File: config.mk
export PLATFORM = sky130hd
export DESIGN_NAME = ccc_lock_reset_ctrl
export DESIGN_NICKNAME = d
export VERILOG_FILES = /design/src/rtl/ccc_lock_reset_ctrl.sv
export SDC_FILE = /design/constraint.sdc
export NUM_CORES = 1
export LEC_CHECK = 0
export CORE_ASPECT_RATIO = 0.6
export CORE_UTILIZATION = 49
export DETAILED_ROUTE_END_ITERATION = 10
export HOLD_SLACK_MARGIN = 0.05
export PLACE_DENSITY = 0.76
export SLEW_MARGIN = 20
export SYNTH_ARGS = -nofsm -noshare
export SYNTH_HDL_FRONTEND = slang
export SYNTH_SLANG_ARGS = --single-unit
File: constraint.sdc
create_clock -name CLK -period 4.27 [get_ports CLK]
set_input_delay 0.854 -clock CLK [delete_from_list [all_inputs] [get_ports CLK]]
set_output_delay 0.854 -clock CLK [all_outputs]
set_load 0.1 [all_outputs]
File: src/rtl/ccc_lock_reset_ctrl.sv
`default_nettype none
// ============================================================================
//  Module      : ccc_lock_reset_ctrl
//  Description : Qualifies the raw CCC PLL LOCK signal and sequences the
//                downstream SCCB reset. LOCK is brought into the CLK domain
//                through a two-flop synchronizer (lock_s). Once lock_s has
//                been high for STABLE_CYCLES consecutive cycles the block
//                enters RUN. In RUN it releases SYS_RESET, raises READY and
//                emits a one-cycle SCCB_TICK every TICK_DIV cycles. A loss of
//                lock in RUN re-asserts SYS_RESET for HOLD_CYCLES cycles,
//                sets the sticky LOCK_LOST flag and bumps the saturating
//                LOSS_COUNT.
//  Revision    : 1.0 - initial release
// ----------------------------------------------------------------------------
//  Ports
//    CLK          in   1  single clock (CCC GL0 global net)
//    RESET        in   1  synchronous, active-high reset
//    LOCK         in   1  raw PLL lock, asynchronous to CLK
//    CLEAR_STICKY in   1  one-cycle request to clear LOCK_LOST
//    SYS_RESET    out  1  synchronous active-high reset for SCCB logic
//    READY        out  1  high only while in RUN
//    LOCK_LOST    out  1  sticky lock-loss flag
//    LOSS_COUNT   out  8  saturating count of lock losses from RUN
//    SCCB_TICK    out  1  one-cycle enable every TICK_DIV cycles in RUN
//  Parameters (all must be >= 1)
//    STABLE_CYCLES  consecutive lock_s-high cycles required before RUN
//    HOLD_CYCLES    cycles spent in LOST before re-qualification starts
//    TICK_DIV       SCCB_TICK period in CLK cycles
// ============================================================================
module ccc_lock_reset_ctrl #(
    parameter int STABLE_CYCLES = 1024,
    parameter int HOLD_CYCLES   = 16,
    parameter int TICK_DIV      = 125
) (
    input  logic       CLK,
    input  logic       RESET,
    input  logic       LOCK,
    input  logic       CLEAR_STICKY,
    output logic       SYS_RESET,
    output logic       READY,
    output logic       LOCK_LOST,
    output logic [7:0] LOSS_COUNT,
    output logic       SCCB_TICK
);

    localparam int c_stab_w = $clog2(STABLE_CYCLES + 1);
    localparam int c_hold_w = $clog2(HOLD_CYCLES + 1);
    localparam int c_tick_w = $clog2(TICK_DIV + 1);

    localparam logic [c_stab_w-1:0] c_stab_target = c_stab_w'(STABLE_CYCLES);
    localparam logic [c_hold_w-1:0] c_hold_last   = c_hold_w'(HOLD_CYCLES - 1);
    localparam logic [c_tick_w-1:0] c_tick_last   = c_tick_w'(TICK_DIV - 1);
    localparam logic [7:0]          c_loss_max    = 8'hFF;

    typedef enum logic [1:0] {
        ST_WAIT_LOCK = 2'd0,
        ST_STABILIZE = 2'd1,
        ST_RUN       = 2'd2,
        ST_LOST      = 2'd3
    } state_t;

    // ------------------------------------------------------------------
    // State and datapath registers
    // ------------------------------------------------------------------
    logic                sync1_q,     sync1_d;
    logic                lock_s_q,    lock_s_d;
    state_t              state_q,     state_d;
    logic [c_stab_w-1:0] stab_cnt_q,  stab_cnt_d;
    logic [c_hold_w-1:0] hold_cnt_q,  hold_cnt_d;
    logic [c_tick_w-1:0] tick_cnt_q,  tick_cnt_d;
    logic                sys_reset_q, sys_reset_d;
    logic                ready_q,     ready_d;
    logic                lock_lost_q, lock_lost_d;
    logic [7:0]          loss_cnt_q,  loss_cnt_d;
    logic                sccb_tick_q, sccb_tick_d;
    logic                loss_event;

    always_ff @(posedge CLK) begin
        if (RESET) begin
            sync1_q     <= 1'b0;
            lock_s_q    <= 1'b0;
            state_q     <= ST_WAIT_LOCK;
            stab_cnt_q  <= '0;
            hold_cnt_q  <= '0;
            tick_cnt_q  <= '0;
            sys_reset_q <= 1'b1;
            ready_q     <= 1'b0;
            lock_lost_q <= 1'b0;
            loss_cnt_q  <= '0;
            sccb_tick_q <= 1'b0;
        end else begin
            sync1_q     <= sync1_d;
            lock_s_q    <= lock_s_d;
            state_q     <= state_d;
            stab_cnt_q  <= stab_cnt_d;
            hold_cnt_q  <= hold_cnt_d;
            tick_cnt_q  <= tick_cnt_d;
            sys_reset_q <= sys_reset_d;
            ready_q     <= ready_d;
            lock_lost_q <= lock_lost_d;
            loss_cnt_q  <= loss_cnt_d;
            sccb_tick_q <= sccb_tick_d;
        end
    end

    // ------------------------------------------------------------------
    // Next-state / output logic
    // ------------------------------------------------------------------
    always_comb begin
        sync1_d    = LOCK;
        lock_s_d   = sync1_q;
        state_d    = state_q;
        stab_cnt_d = stab_cnt_q;
        hold_cnt_d = hold_cnt_q;
        loss_event = 1'b0;

        case (state_q)
            ST_WAIT_LOCK: begin
                stab_cnt_d = '0;
                hold_cnt_d = '0;
                if (lock_s_q) begin
                    // The cycle that first sees lock_s high counts as one.
                    state_d    = ST_STABILIZE;
                    stab_cnt_d = c_stab_w'(1);
                end
            end
            ST_STABILIZE: begin
                if (!lock_s_q) begin
                    state_d    = ST_WAIT_LOCK;
                    stab_cnt_d = '0;
                end else if (stab_cnt_q == c_stab_target) begin
                    state_d    = ST_RUN;
                    stab_cnt_d = '0;
                end else begin
                    stab_cnt_d = stab_cnt_q + c_stab_w'(1);
                end
            end
            ST_RUN: begin
                if (!lock_s_q) begin
                    state_d    = ST_LOST;
                    hold_cnt_d = '0;
                    loss_event = 1'b1;
                end
            end
            ST_LOST: begin
                // Lock is ignored here: the hold time is served in full.
                if (hold_cnt_q == c_hold_last) begin
                    state_d    = ST_WAIT_LOCK;
                    hold_cnt_d = '0;
                end else begin
                    hold_cnt_d = hold_cnt_q + c_hold_w'(1);
                end
            end
            default: begin
                state_d    = ST_WAIT_LOCK;
                stab_cnt_d = '0;
                hold_cnt_d = '0;
            end
        endcase

        // Tick counter restarts at 0 on the first RUN cycle, so the first
        // pulse lands on the TICK_DIV-th cycle of RUN.
        tick_cnt_d = '0;
        if (state_d == ST_RUN && state_q == ST_RUN) begin
            tick_cnt_d = (tick_cnt_q == c_tick_last) ? '0 : tick_cnt_q + c_tick_w'(1);
        end

        // Outputs are registered from the next state so they change in
        // lockstep with the state register.
        sys_reset_d = (state_d != ST_RUN);
        ready_d     = (state_d == ST_RUN);
        sccb_tick_d = (state_d == ST_RUN) && (tick_cnt_d == c_tick_last);

        // A loss event beats a coincident clear request.
        if (loss_event) begin
            lock_lost_d = 1'b1;
        end else if (CLEAR_STICKY) begin
            lock_lost_d = 1'b0;
        end else begin
            lock_lost_d = lock_lost_q;
        end

        loss_cnt_d = loss_cnt_q;
        if (loss_event && loss_cnt_q != c_loss_max) begin
            loss_cnt_d = loss_cnt_q + 8'd1;
        end
    end

    assign SYS_RESET  = sys_reset_q;
    assign READY      = ready_q;
    assign LOCK_LOST  = lock_lost_q;
    assign LOSS_COUNT = loss_cnt_q;
    assign SCCB_TICK  = sccb_tick_q;

endmodule
`default_nettype wire

Word level (Yosys, flattened, before mapping)
Cells that the tools add are included.

storage, ports and cells
  register bits after elaboration = 39
  bits in latches = 0
  bits in writable memories = 0
  bits in read-only memories = 0
  output and inout port bits = 12
  logic and storage cells = 53
  memories kept = 0

cells by class
  add/subtract/negate cells = 4
  multipliers = 0
  div/mod/pow operators = 0
  order comparisons = 0
  equality and inequality tests = 11
  shift operators = 0
  mux-type cells = 19
  bitwise logic cells = 0
  reductions and logical operators = 8

operators with widths
  kind                                            number
  2-to-1 mux 11 bit                               2
  one-hot mux 11 bit (2 select lines)             1
  one-hot mux 5 bit (3 select lines)              1
  == test 7 bit (second input constant)           2
  2-to-1 mux 7 bit                                2
  adder 11 x 1 -> 11 bit (second input constant)  1
  == test 11 bit (second input constant)          1
  2-to-1 mux 2 bit                                5
  2-to-1 mux 5 bit                                2
  adder 8 x 1 -> 8 bit (second input constant)    1
  inequality test 8 bit (second input constant)   1
  one-hot mux 2 bit (4 select lines)              1
  adder 7 x 1 -> 7 bit (second input constant)    1
  == test 2 bit (second input constant)           3
  adder 5 x 1 -> 5 bit (second input constant)    1
  == test 5 x 4 -> 1 bit (second input constant)  1
  2-to-1 mux 1 bit                                5
  inequality test 2 bit (second input constant)   2
  nonzero test 2 bit                              2
  logical AND 1 bit                               3
  nonzero test 3 bit                              1
  == test 2 x 1 -> 1 bit (second input constant)  1
  zero test 2 bit                                 1
  AND reduction 2 bit                             1

Depth between registers and ports, before layout
Gate-level depths: netlist of the first run.

  depth after elaboration = 9
  depth in mapped cells = 6
  mapped depth without buffers = 6

Worst setup path before layout of the first run
Ideal clock, no wire load.

  path kind = register -> register
  start point = register loss_cnt_q[0] (netlist: LOSS_COUNT[0])
  end point = register loss_cnt_q[1] (netlist: LOSS_COUNT[1])
  arrival = 2.133 ns
  data required time = 4.142 ns
  setup slack = 2.009 ns
  cell stages (with the launch flop) = 6
  clock period less this slack = 2.261 ns
  path through = dfxtp_1 > ha_1 > nand3_1 > o21ai_0 > mux2i_1 > nor2_1

between the ends
  longest elaborated chain between the ends = 2

RTL lines
  element                                                       RTL line  RTL
  start: declaration                                            74        logic [7:0] loss_cnt_q, loss_cnt_d;
  start signal: assignment                                      101       loss_cnt_q <= loss_cnt_d;
  branches (longest 2 deep; another with adder 8 x 1 -> 8 bit)  n/a

Several ways; the timed one is not identified.
A chain may end at the register's enable or synchronous reset.

Worst setup path after layout of the first run
  start point = register loss_cnt_q[2] (netlist: LOSS_COUNT[2])
  end point = output port LOSS_COUNT[2]

RTL lines
  element           RTL line  RTL
  end: declaration  42        output logic [7:0] LOSS_COUNT,

No word-level cell between the ends.

==> flow_summary.json, run 1 <==
{
  "run_status": "complete, no violations",
  "worstMarginPinSlew_ns": 0.973,
  "synth_area_um2": 1890,
  "synth-edff-count": 0,
  "gr-total-overflow": 0,
  "clockBufferDepth": 2,
  "cts_tree": "done",
  "htreeDepth": 2,
  "crit_path_max_incr_delay_ns": 1.17,
  "clk_latency_ns": 0.29,
  "place.gp.congestion": 0.836,
  "die_x_um": 82.3,
  "vias": 1504,
  "fillers": 325,
  "synth.distinct_cells": 46,
  "peakVddDrop_uv": 217,
  "ant_nets": 0,
  "drive_above_1_share": 0.0611,
  "wl_per_cell_um": 13.0,
  "post_cts_buffers": 0,
  "yosys_warnings": 0,
  "fin_skew_ns": 0.0114,
  "critical_path_peak_fanout": 6,
  "grt_pass1_wl_um": 5930,
  "critical_path_arrival_ns": 1.89,
  "crit_buf_inv": 1,
  "io_pins": 16,
  "min_period_ns": 2.74,
  "nNetsFinal": 240,
  "async_flop_share": 0,
  "final_util": 0.586,
  "worstSetupStartpointType": "register",
  "cts_repair_resize_count": 0,
  "insertedDiodeCount": 0,
  "coreArea_um2": 3680,
  "drt_wl_total_um": 3590,
  "max_freq_mhz": 365,
  "vias_per_cell": 5.45,
  "drc": 0,
  "first_global_vias": 1260,
  "grt_antenna_before_repair": 0,
  "grt_max_degree": 27,
  "start_util": 0.515,
  "num_rows": 17,
  "yosysSeqAreaShare": 0.412,
  "path_delay_family": "buffers and inverters",
  "ys_ff_latch": 39,
  "slew_violations": 0,
  "die_area_um2": 4130,
  "path_cells": "clkdlybuf4s50_1",
  "cts_sinks": 39,
  "p_leak_nw": 0.732,
  "rsz0062_at_grt": "false",
  "globalRouteTotalUtil": 0.191,
  "hold_class": "register to register",
  "cts_buffers": 5,
  "synth_nets": 225,
  "port_buffers": 15,
  "cts_root_buf": "clkbuf_8",
  "hold_violations": 0,
  "clkSlewWorstSetupHoldPaths_ns": 0.07,
  "syn-instance-count": 215,
  "hold_buffers": 0,
  "max_slew_margin": 0.349,
  "setup_tns_ns": 0,
  "min_period_over_period": 0.642,
  "powerDensity_nw_per_um2": 309,
  "holdWs_ns": 0.446,
  "area_growth_pct": 13.8,
  "die-height_um": 50.2,
  "drt_iter0_drc": 57,
  "ys.flop_type": "dfxtp_1",
  "dp_hpwl_um": 2620,
  "multiInputGateArea_um2": 1060,
  "firstDrtPassIters": 4,
  "critPathKind": "register to output pin",
  "syn_avg_cell_area_um2": 8.81,
  "setup-violations-final": 0,
  "cp-end-kind": "output pin",
  "maxCapViolations": 0,
  "ff_latch_area_um2": 781,
  "required_ns": 3.42,
  "slowest_stage": "clkdlybuf4s50_1"
}
where the power goes:
| part | switching, mW | total, mW | internal, mW | leakage, nW |
|---|---|---|---|---|
| logic | 0.0387 | 0.0570 | 0.0183 | 0.381 |
| clock network | 0.122 | 0.230 | 0.108 | 0.0361 |
| registers | 0.00983 | 0.379 | 0.369 | 0.315 |
| total | 0.170 | 0.666 | 0.496 | 0.732 |
Yosys cell counts, types with 4 or more instances:
master | n | area (um2)
a21oi_1 | 10 | 50.1
clkbuf_1 | 6 | 22.5
dfxtp_1 | 39 | 781
ha_1 | 6 | 75.1
inv_1 | 7 | 26.3
nand2_1 | 14 | 52.6
nand3_1 | 10 | 50.1
nand3b_1 | 4 | 30.0
nand4_1 | 5 | 31.3
nor2_1 | 33 | 124
o211ai_1 | 4 | 30.0
o21ai_0 | 9 | 45.0
xnor2_1 | 5 | 43.8
xor2_1 | 11 | 96.3
registers in the layout (all words and copies together) (netlist names):
register	count
LOCK_LOST	1
LOSS_COUNT	8
READY	1
SCCB_TICK	1
SYS_RESET	1
hold_cnt_q	5
lock_s_d	1
lock_s_q	1
stab_cnt_q	11
state_q	2
tick_cnt_q	7
cell type report:
type / count / area share
Sequential cell: 39 / 0.362
Timing Repair Buffer: 16 / 0.0731
Inverter: 7 / 0.0122
Multi-Input combinational cell: 161 / 0.490
Clock buffer: 5 / 0.0319
Tap cell: 47 / 0.0273
Clock inverter: 1 / 0.00348
per-stage QoR:
stage          power (mW)  setup slack, ns  area [um2]  instances
2_1_floorplan       0.430             2.01        1890        215
3_3_place_gp        0.444             1.75        2080        270
3_5_place_dp        0.444             1.70        2080        270
4_1_cts             0.676             1.52        2160        276
5_1_grt             0.695             1.46        2160        276
6_report            0.666             1.53        2160        276
worst paths after layout:
check / startpoint / end / slack [ns] / cells past startpoint
min reg2reg: lock_s_d / lock_s_q / 0.45 / 1
max reg2reg: state_q[1] / LOSS_COUNT[5] / 2.21 / 4
max: LOSS_COUNT[2] / LOSS_COUNT[2] / 1.53 / 1
min: lock_s_d / lock_s_q / 0.45 / 1
layout by cell type (no fill, tap or decap), types with 4 or more instances in the layout:
master,instances
ha_1,6
xnor2_1,5
o21ai_0,9
nand4_1,5
nand3b_1,4
clkdlybuf4s50_1,15
nand3_1,10
dfxtp_1,39
a21oi_1,10
inv_1,7
clkbuf_8,5
nor2_1,33
o211ai_1,4
nand2_1,14
xor2_1,11
cells by family (layout without fill, tap and decap cells):
group,count (synthesis),count (layout),share of synthesized area
simple gates,101,101,0.308
compound gates,36,36,0.125
buf+inv,15,29,0.0304
fa+ha+maj,6,6,0.0396
mux,2,2,0.0106
xor+xnor,16,16,0.0740
flops,39,39,0.412
per-layer routing:
layer  vias to the layer above  GRT usage  part of all wire
li1                        793          -                 -
met1                       683      0.308              0.58
met2                        23      0.236              0.37
met3                         5     0.0491             0.034
met4                         0     0.0614             0.011
met5                         -          0                 0
Note: power is estimated with default switching activity, not from simulation.
==> run 2: changes to the inputs <==
--- a/config.mk
+++ b/config.mk
@@ -9,7 +9,7 @@
 export CORE_UTILIZATION = 49
 export DETAILED_ROUTE_END_ITERATION = 10
 export HOLD_SLACK_MARGIN = 0.05
-export PLACE_DENSITY = 0.76
+export PLACE_DENSITY = 0.79
 export SLEW_MARGIN = 20
 export SYNTH_ARGS = -nofsm -noshare
 export SYNTH_HDL_FRONTEND = slang
==> constraint.sdc (replaced) <==
create_clock -name CLK -period 2.5 [get_ports CLK]
set_input_delay 0.5 -clock CLK [delete_from_list [all_inputs] [get_ports CLK]]
set_output_delay 0.5 -clock CLK [all_outputs]
set_load 0.1 [all_outputs]
==> run 2 against run 1 <==
Global-route usage up 1.1 points. Non-clock buffer count up 1. Sequential power up 70%. Clock power up 75%. Via count down 0.86%. Flip-flop and latch count unchanged. Clock skew down 0.0073 ns. Combinational power up 75%. Wire length up 1.8%. Hold slack better by 0.011 ns. Worst setup slack worse by 0.82 ns. Clock-buffer cell count up 2.
==> flow_summary.json, run 2 (synthesis gave the netlist of run 1 again) <==
{
  "vias_per_cell": 5.34,
  "area_growth_pct": 12.9,
  "path_cells": "nor4_4 -> a41oi_2 -> o21bai_1 -> nor2_1",
  "vias": 1491,
  "grt_pass1_wl_um": 6130,
  "post_cts_buffers": 0,
  "comb_power_share": 0.088,
  "clk_latency_ns": 0.29,
  "swShare": 0.253,
  "slowest_stage": "o21bai_1",
  "fin_skew_ns": 0.00407,
  "die_x_um": 82.3,
  "min_period_ns": 1.79,
  "largest_register_ffs": 11,
  "critical_path_peak_fanout": 8,
  "dp_slack_ns": 0.530,
  "setup-violations-final": 0,
  "insertedDiodeCount": 0,
  "finalPower_mw": 1.15,
  "drt_wl_total_um": 3650,
  "first_global_vias": 1297,
  "io_pins": 16,
  "timing.rr.end": "stab_cnt_q[7]",
  "p_sw_mw": 0.290,
  "cp-end-kind": "register",
  "slew_violations": 0,
  "port_buffers": 15,
  "holdWs_ns": 0.457,
  "min_period_over_period": 0.715,
  "timing.final.ws_setup_ns": 0.712,
  "drt_iter0_drc": 96,
  "worstMarginPinSlew_ns": 0.628,
  "htreeDepth": 2,
  "hold_violations": 0,
  "holdPathEnd": "lock_s_q",
  "crit_path_max_incr_delay_ns": 0.56,
  "clkSlewWorstSetupHoldPaths_ns": 0.07,
  "cts_tree": "done",
  "final_common_cell": "dfxtp_1",
  "cts_buffers": 5,
  "rsz0062_at_grt": "false",
  "grt_antenna_before_repair": 0,
  "clockBufferDepth": 2,
  "cts_sinks": 39,
  "critical_path_arrival_ns": 1.94,
  "cts_repair_resize_count": 0,
  "grt_max_degree": 26,
  "coreArea_um2": 3680,
  "hold_path.startpoint": "lock_s_d",
  "die_area_um2": 4130,
  "nNetsFinal": 241,
  "powerDensity_nw_per_um2": 537,
  "r2r-start": "stab_cnt_q[6]",
  "dp_hpwl_um": 2710,
  "gr-total-overflow": 0,
  "start_util": 0.515,
  "hold_buffers": 0,
  "max_freq_mhz": 559,
  "worstSetupStartpointType": "register",
  "hold_class": "register to register",
  "cts_root_buf": "clkbuf_8",
  "firstDrtPassIters": 5,
  "peakVddDrop_uv": 367,
  "num_rows": 17,
  "r2r_cells": 4,
  "die-height_um": 50.2,
  "largest_register": "stab_cnt_q",
  "min_path_cells": 1,
  "r2r_slack_ns": 0.71,
  "max_slew_margin": 0.580,
  "maxCapViolations": 0,
  "clkPwrFrac": 0.350,
  "drc": 0,
  "required_ns": 2.65,
  "critPathKind": "register to register",
  "ant_nets": 0,
  "layout_common_cells": "dfxtp_1, nor2_1, nand2_1, buf_4, xor2_1",
  "pwr-share-seq": 0.562,
  "p_leak_nw": 0.766,
  "final_util": 0.581,
  "globalRouteTotalUtil": 0.201,
  "place.gp.congestion": 0.838,
  "p_int_mw": 0.858,
  "run_status": "complete, no violations",
  "setup_tns_ns": 0,
  "wl_per_cell_um": 13.1,
  "drive_above_1_share": 0.116
}
==> run 2: changes by cell type in the layout (fill, tap and decap cells not counted), sizes merged <==
cell	before	now
buf	1	14
clkbuf	5	7
clkdlybuf4s50	15	3
clkinv	0	1
clkinvlp	1	0
==> run 2: metrics by stage <==
step                      instances  area [um2]
after floorplan                 215        1890
after global placement          271        2060
after detailed placement        271        2060
after CTS                       279        2140
after global routing            279        2140
final                           279        2140
==> run 2: cell type report <==
| type | count | area [um2] |
|---|---|---|
| clock buffer | 7 | 76.3 |
| timing repair buffer | 17 | 135 |
| tap | 47 | 58.8 |
| multi-input combinational | 161 | 1060 |
| inverter | 7 | 26.3 |
| clock inverter | 1 | 5.00 |
| fill | 343 | 1540 |
| sequential | 39 | 781 |
==> run 2: per-layer routing <==
| layer | share of wire | vias up | routed length, um | track usage |
|---|---|---|---|---|
| li1 | - | 785 | - | - |
| met5 | 0 | - | 0 | 0 |
| met1 | 0.56 | 671 | 2040 | 0.313 |
| met3 | 0.051 | 2 | 188 | 0.0655 |
| met4 | 0.0036 | 0 | 13 | 0.0702 |
| met2 | 0.38 | 33 | 1410 | 0.248 |
==> run 2: power by group through the flow <==
stage / combinational [mW] / sequential, mW / clock [mW]
after detailed placement: 0.101 / 0.659 / 0
after global placement: 0.100 / 0.659 / 0
final: 0.100 / 0.645 / 0.402
after floorplan: 0.0481 / 0.687 / 0
after CTS: 0.101 / 0.645 / 0.417
after global routing: 0.109 / 0.647 / 0.449
==> run 2: worst max-delay path by stage <==
stage / from / to / slack, ns / cells after the start
CTS: stab_cnt_q[6] / stab_cnt_q[7] / 0.70 / 4
floorplan: LOSS_COUNT[0] / LOSS_COUNT[1] / 0.24 / 5
global route: stab_cnt_q[6] / stab_cnt_q[7] / 0.57 / 4
finish: stab_cnt_q[6] / stab_cnt_q[7] / 0.71 / 4
global placement: RESET / SCCB_TICK / 0.52 / 5
detailed placement: RESET / SCCB_TICK / 0.53 / 5
==> run 2: worst max-delay path: cells and delay by family, from the launching register on <==
kind / cells / cell delay (ns)
AOI/OAI and AO/OA: 2 / 0.80
and+or+nand+nor: 2 / 0.48
DFF: 1 / 0.37
==> run 3: changes to the inputs <==
==> constraint.sdc (replaced) <==
create_clock -name CLK -period 1.55 [get_ports CLK]
set_input_delay 0.31 -clock CLK [delete_from_list [all_inputs] [get_ports CLK]]
set_output_delay 0.31 -clock CLK [all_outputs]
set_load 0.1 [all_outputs]
==> run 3 against run 2 <==
Non-clock buffer count up 40. Utilization up 16 points. Die area unchanged. Clock-buffer cell count down 1. Hold slack worse by 0.017 ns. Clock skew up 0.0018 ns. First-iteration DRC count down 31%. Flip-flop and latch count unchanged. Register-to-register slack worse by 0.69 ns. Wire length up 25%. Worst setup slack worse by 0.69 ns. Clock power up 95%.
==> flow_summary.json, run 3 (synthesis gave the netlist of run 1 again) <==
{
  "drt_wl_total_um": 4550,
  "placed_cells": 303,
  "timing.final.ws_setup_ns": 0.0185,
  "run_status": "complete, no violations",
  "dp_slack_ns": -0.260,
  "worstMarginPinSlew_ns": 0.447,
  "io_pins": 16,
  "insertedDiodeCount": 0,
  "ff_latch_area_um2": 821,
  "cts_buffers": 5,
  "hold_class": "register to register",
  "die-height_um": 50.2,
  "vias": 1735,
  "crit_path_max_incr_delay_ns": 0.52,
  "hold_violations": 0,
  "cts_root_buf": "clkbuf_8",
  "drc": 0,
  "powerDensity_nw_per_um2": 750,
  "globalRouteTotalUtil": 0.236,
  "first_global_vias": 1524,
  "worstSetupStartpointType": "register",
  "critPathKind": "register to register",
  "area_growth_pct": 43.8,
  "largest_register_ffs": 11,
  "die_area_um2": 4130,
  "final_util": 0.740,
  "peakVddDrop_uv": 561,
  "final_area_um2": 2720,
  "grt_pass1_wl_um": 7040,
  "place_area_um2": 2480,
  "fillers": 266,
  "coreArea_um2": 3680,
  "min_period_over_period": 0.988,
  "port_buffers": 15,
  "cts_sinks": 39,
  "drive_above_1_share": 0.364,
  "clockBufferDepth": 2,
  "start_util": 0.515,
  "vias_per_cell": 5.44,
  "largest_register": "stab_cnt_q",
  "cp-end-kind": "register",
  "critical_path_peak_fanout": 5,
  "firstDrtPassIters": 4,
  "grt_antenna_before_repair": 0,
  "ant_nets": 0,
  "num_rows": 17,
  "p_leak_nw": 1.02,
  "drt_iter0_drc": 66,
  "clk_latency_ns": 0.30,
  "nNetsFinal": 281,
  "critical_path_arrival_ns": 1.75,
  "fin_cells": 319,
  "rsz0062_at_grt": "true",
  "layout_common_cells": "buf_4, nor2_1, dfxtp_1",
  "gr-total-overflow": 0,
  "slowest_stage": "or4_1",
  "min_period_ns": 1.53,
  "final_common_cell": "buf_4",
  "dp_hpwl_um": 3220,
  "holdWs_ns": 0.440,
  "die_x_um": 82.3,
  "cts_tree": "done",
  "fin_skew_ns": 0.00586,
  "multiInputGateArea_um2": 1130,
  "place.gp.congestion": 0.834,
  "setup-violations-final": 0,
  "required_ns": 1.77,
  "path_cells": "buf_4 -> inv_1 -> or4_1 -> a21o_1 -> nor4_2",
  "max_freq_mhz": 653,
  "slew_violations": 0,
  "maxCapViolations": 0,
  "htreeDepth": 2,
  "grt_max_degree": 26,
  "wl_per_cell_um": 14.3,
  "clkSlewWorstSetupHoldPaths_ns": 0.08,
  "max_slew_margin": 0.699
}
==> run 3: cell types whose count changed in the layout (fill, tap and decap cells not counted), sizes merged <==
cell,delta
clkinv,+1
clkbuf,-1
buf,+40
==> run 3: path summary, 6_finish.rpt <==
check,from,to,slack [ns],depth (start not counted)
max reg2reg,tick_cnt_q[1],SCCB_TICK,0.02,5
max,tick_cnt_q[1],SCCB_TICK,0.02,5
min,lock_s_d,lock_s_q,0.44,1
min reg2reg,lock_s_d,lock_s_q,0.44,1
==> run 3: stage by stage <==
stage | power [mW] | setup TNS [ns]
detailed placement | 1.27 | -1.69
global placement | 1.26 | -1.12
CTS | 2.03 | 0
global route | 2.12 | -0.253
finish | 2.04 | 0
floorplan | 1.18 | -0.0312
==> run 3: report_power, final <==
part / total, mW / switching (mW) / internal [mW]
clock network: 0.782 / 0.376 / 0.407
registers: 1.03 / 0.0204 / 1.01
logic: 0.230 / 0.138 / 0.0923
==> run 3: final cells by class <==
cell class              count  share of cell area
multi-input cells         161               0.415
flip-flops and latches     39               0.301
repair buffers             57               0.215
clock buffers               6              0.0345
well taps                  47              0.0216
inverters                   7             0.00965
clock inverters             2             0.00322
==> run 3: critical path: cells and delay by family, from the launching register on <==
| family | cells | cell delay [ns] |
|---|---|---|
| buf+inv | 2 | 0.18 |
| flops | 1 | 0.36 |
| simple gates | 2 | 0.71 |
| compound gates | 1 | 0.21 |
==> run 3: metal layers <==
layer / vias to the layer above / routed length [um] / GRT usage
li1: 876 / - / -
met4: 0 / 36 / 0.0702
met3: 6 / 268 / 0.0873
met1: 811 / 2250 / 0.334
met2: 42 / 2000 / 0.329
met5: - / 0 / 0
==> run 3: timing repair <==
item                                    4_1_cts  5_1_grt
resized for setup                             0       25
endpoints found under the setup margin        0       12
setup buffers                                 0        8
hold buffers                                  0        0
==> patch 1 (settings of run 2) <==
Put one more register stage on the output `LOSS_COUNT`, without a reset. The value now appears one clock later. The other outputs are not delayed to match.
--- a/src/rtl/ccc_lock_reset_ctrl.sv
+++ b/src/rtl/ccc_lock_reset_ctrl.sv
@@ -189,7 +189,9 @@
     assign SYS_RESET  = sys_reset_q;
     assign READY      = ready_q;
     assign LOCK_LOST  = lock_lost_q;
-    assign LOSS_COUNT = loss_cnt_q;
+    always_ff @(posedge CLK) begin
+        LOSS_COUNT <= loss_cnt_q;
+    end
     assign SCCB_TICK  = sccb_tick_q;
 
 endmodule
Check against the original RTL: no difference found for any inputs over 10 cycles, from zero or initial values and one cycle with RESET high; that may be too few to reach the edited logic, so the function may still have changed.
==> patch 1 against run 2 <==
The flow now finishes with violations (design-rule violations). Total power rose by 24%. Routed wire length fell by 3.8%. Design area rose by 5.4%. Sequential cell count rose by 8. Synthesized area rose by 4.6%. Worst setup slack got worse by 89 ps. Clock power rose by 34%. Global-route usage fell by 1.1 points. Highest routed layer unchanged.
==> patch 1: results (changes against run 2) <==
- Most flop-heavy register: stab_cnt_q
- Final setup skew: 7.51 ps (+3.44 ps)
- Top flop regs: stab_cnt_q x11, LOSS_COUNT x8, loss_cnt_q x8
- CTS max path bufs: 2 (unchanged)
- Post-CTS Setup Repair Bufs: 0 (unchanged)
- VDD IR max: 0.410 mV (+12%)
- Arrival time of the worst setup path: 2120 ps (+180 ps)
- H-tree levels: 2 (unchanged)
- N_diodes: 0 (unchanged)
- Synthesized Nets: 221 (-1.8%)
- GRT Resource Usage Total: 19.0% (-1.1 points)
- WL final: 3.52 mm (-3.8%)
- Sequential area share after synthesis: 47.5% (+6.3 points)
- Synth top cells by count: 47 x dfxtp_1, 33 x nor2_1, 14 x nand2_1, 13 x a21oi_1, 11 x xor2_1
- Vias: 1481 (-0.67%)
- Final GP Congestion: 0.774 (-7.6%)
- DRC viols: 6 (+6)
- First-pass GRT wire length: 6.28 mm (+2.4%)
- Number of global-route vias before repair: 1329 (+2.5%)
- Clock latency on the worst-skew pair: ~300 ps
- Failing checks: design-rule violations
- Worst min path class: reg2reg
- TritonRoute pass-1 iters: 7 (+2)
- Worst-path clk slew: 90 ps (+20 ps)
- Final setup vio count: 0 (unchanged)
- Layout cells sized above 1: 13.0% (+1.4 points)
- Synth warn: 0 (unchanged)
- Synth top area cells: dfxtp_1 48%, nor2_1 6.3%, xor2_1 4.9%, ha_1 3.8%, a21oi_1 3.3%
- Worst Tran Pin Value: 392 ps (-236 ps)
- Pleak: 0.000802 uW (+4.8%)
- Share of flip-flops with an asynchronous set or reset: 0% (unchanged)
- PostCTS Resize Cnt: 0 (unchanged)
- Initial DRC count: 64 (-33%)
- Status: finished, violations left
- Synth Flop Type: dfxtp_1
- Nets: 240 (-0.41%)
- Yosys cell types: 44 (-4.3%)
- Total CTS buffers: 5 (unchanged)
- Initial antenna violation count: 0 (unchanged)
- CP Max Fanout: 7 (-1)
- Pin count of the biggest net entering global routing: 24 (-7.7%)
- Clock root buffer: clkbuf_8
- Hpwl dp: 2.59 mm (-4.3%)
- Port bufs: 15 (unchanged)
## patch 1: area by class of cell
type                            count  area [um^2]
Clock buffer                        5         68.8
Clock inverter                      2         37.5
Fill cell                         325         1510
Inverter                            9         33.8
Multi-Input combinational cell    150          978
Sequential cell                    47          941
Tap cell                           47         58.8
Timing Repair Buffer               17          135
## patch 1: report_power, final
group	total (uW)	internal [uW]	switching (uW)
Sequential	772	761	11.6
Clock	537	292	244
Combinational	111	33.4	77.5
Total	1420	1090	334
## patch 1: path summary, 6_finish.rpt
check / start / endpoint / slack [ps] / cells past startpoint
min reg2reg: loss_cnt_q[6] / LOSS_COUNT[6] / 390 / 0
max: stab_cnt_q[0] / stab_cnt_q[9] / 620 / 6
min: loss_cnt_q[6] / LOSS_COUNT[6] / 390 / 0
max reg2reg: stab_cnt_q[0] / stab_cnt_q[9] / 620 / 6
## patch 1: cell families (layout without fill, tap and decap cells)
group	Yosys count	in the layout	share of synthesized area, %
simple gates	94	94	26.1
flops	47	47	47.5
compound gates	30	30	10.6
xor+xnor	18	18	7.96
buf+inv	14	33	3.09
fa+ha+maj	6	6	3.79
mux	2	2	1.01
## patch 1: stage by stage
step	std cells	instance area (um^2)	utilization (%)	setup slack [ps]
6_report	277	2250	59.9	623
5_1_grt	277	2250	59.9	514
4_1_cts	277	2250	59.9	629
3_5_place_dp	270	2150	57.0	662
3_3_place_gp	270	2150	57.0	696
2_1_floorplan	211	1980	-	809
## patch 1: metal layers
| layer | GRT usage [%] | part of all wire [%] | up-vias |
|---|---|---|---|
| li1 | - | - | 769 |
| met1 | 28.0 | 56 | 678 |
| met2 | 25.8 | 39 | 29 |
| met3 | 5.98 | 4.9 | 5 |
| met4 | 6.03 | 0.63 | 0 |
| met5 | 0 | 0 | - |
## patch 1: worst max-delay path: stages, from the launching register on
cell,delay [ps]
dfxtp_1,390
inv_1,80
ha_1,210
and4bb_2,250
a31o_2,280
or3b_2,450
a21oi_1,150
==> patch 2 (settings of run 2) <==
Made on the original files. `c_loss_max`: 8'hFF -> 8'h80.
--- a/src/rtl/ccc_lock_reset_ctrl.sv
+++ b/src/rtl/ccc_lock_reset_ctrl.sv
@@ -50,7 +50,7 @@
     localparam logic [c_stab_w-1:0] c_stab_target = c_stab_w'(STABLE_CYCLES);
     localparam logic [c_hold_w-1:0] c_hold_last   = c_hold_w'(HOLD_CYCLES - 1);
     localparam logic [c_tick_w-1:0] c_tick_last   = c_tick_w'(TICK_DIV - 1);
-    localparam logic [7:0]          c_loss_max    = 8'hFF;
+    localparam logic [7:0]          c_loss_max    = 8'h80;
 
     typedef enum logic [1:0] {
         ST_WAIT_LOCK = 2'd0,
Check against the original RTL: same outputs for any inputs over 10 cycles, from zero or initial values and one cycle with RESET high; that may be too few to reach the edited logic, so the function may still have changed.
==> patch 2 against run 2 <==
Synthesized cell count decreased by 2.3%. Routed wire length decreased by 3.1%. Design area about the same. Sequential cell count unchanged. Highest routed layer unchanged. Synthesized area increased by 1.1%. Worst setup slack got worse by 57 ps. First-iteration DRC count decreased by 34%.
Power is not compared: it rests on default switching activity, and its combinational part moved more than twofold at a synthesized area within 25%.
==> patch 2: results (changes against run 2) <==
- CP Max Fanout: 22 (+14)
- Share of flip-flops with an asynchronous set or reset: 0% (unchanged)
- Sw Share: 21.8%
- Synthesized Nets: 221 (-1.8%)
- First-pass GRT wire length: 5.77 mm (-6.0%)
- Max transition margin: 57.9% (-0.14 points)
- VDD IR max: around 0.25 mV
- GRT Resource Usage Total: 19.1% (-0.99 points)
- Vias: 1485 (-0.40%)
- Port bufs: 15 (unchanged)
- Dpl ws: 655 ps (+125 ps)
- CTS max path bufs: 2 (unchanged)
- Placed Instance Area: 0.00206 mm^2 (about the same)
- Pin count of the biggest net entering global routing: 23 (-12%)
- TritonRoute pass-1 iters: 4 (-1)
- Max reg flops: 11 (unchanged)
- Avg WL per Cell: 12.9 um (-1.4%)
- Clock latency on the worst-skew pair: ~300 ps
- Nets: 237 (-1.7%)
- Sequential area share after synthesis: 40.8% (-0.46 points)
- Synth warn: 0 (unchanged)
- Initial DRC count: 63 (-34%)
- Pleak: 0.000776 uW
- Yosys cell types: 46 (unchanged)
- Post-CTS Setup Repair Bufs: 0 (unchanged)
- Drt via density: 5.42 (+1.4%)
- Most flop-heavy register: stab_cnt_q
- Final setup skew: 5.82 ps (+1.74 ps)
- Hpwl dp: 2.45 mm (-9.5%)
- Total CTS buffers: 5 (unchanged)
- Layout cells sized above 1: 11.9% (+0.26 points)
- Placed cell count: 266 (-1.8%)
- Mean Syn Cell Area: 9.12 um^2 (+3.5%)
- Worst min path class: reg2reg
- H-tree levels: 2 (unchanged)
- Clock root buffer: clkbuf_8
- PostCTS Resize Cnt: 0 (unchanged)
- Final GP Congestion: 0.772 (-7.9%)
- Synth top area cells: dfxtp_1 41%, nor2_1 6.1%, ha_1 4.6%, xor2_1 4.6%, xnor2_1 3.7%
- Worst-path clk slew: 70 ps (about the same)
- Status: finished, final reports clean
- Initial antenna violation count: 0 (unchanged)
- Arrival time of the worst setup path: 2040 ps (+100 ps)
- Number of global-route vias before repair: 1232 (-5.0%)
- N_diodes: 0 (unchanged)
- Synth top cells by count: 39 x dfxtp_1, 31 x nor2_1, 11 x nand2_1, 10 x inv_1, 10 x xor2_1
-- patch 2: cell type report --
class	count	area, um^2
Clock buffer	7	76.3
Tap cell	47	58.8
Multi-Input combinational cell	154	1050
Inverter	10	37.5
Sequential cell	39	781
Fill cell	337	1560
Timing Repair Buffer	16	128
Clock inverter	1	5.00
-- patch 2: routing by layer --
| layer | GRT usage [%] | part of all wire (%) | vias to the layer above |
|---|---|---|---|
| met5 | 0 | 0 | - |
| met4 | 11.2 | 2.2 | 0 |
| met3 | 6.00 | 4.4 | 6 |
| met2 | 22.5 | 36 | 29 |
| met1 | 29.0 | 57 | 677 |
| li1 | - | - | 773 |
-- patch 2: cell families (layout without fill, tap and decap cells) --
logic type	Yosys count	in the layout	share of synthesized area, %
adder cells (fa/ha/maj)	7	7	4.57
flip-flops	39	39	40.8
buffers and inverters	17	34	4.38
multiplexers	2	2	1.05
AND/OR/NAND/NOR	95	95	29.2
XOR/XNOR	18	18	8.23
AO/OA/AOI/OAI	32	32	11.8
-- patch 2: critical path, stage by stage (launching register included) --
cell	delay [ps]
dfxtp_1	730
or3b_1	460
a31oi_1	270
mux2i_1	220
nor2_1	50
-- patch 2: power by group through the flow --
stage / Combinational (uW) / Clock, uW / Sequential [uW]
floorplan: 14.8 / 0 / 639
global route: 22.5 / 452 / 627
CTS: 20.1 / 421 / 627
finish: 20.1 / 412 / 627
detailed placement: 20.0 / 0 / 641
global placement: 19.9 / 0 / 641
-- patch 2: worst paths after layout --
path                            startpoint  cells past startpoint       endpoint  slack, ps
worst max-delay path            state_q[1]                      4  LOSS_COUNT[1]        660
worst min-delay path              lock_s_d                      1       lock_s_q        450
worst max register to register  state_q[1]                      4  LOSS_COUNT[1]        660
worst min register to register    lock_s_d                      1       lock_s_q        450
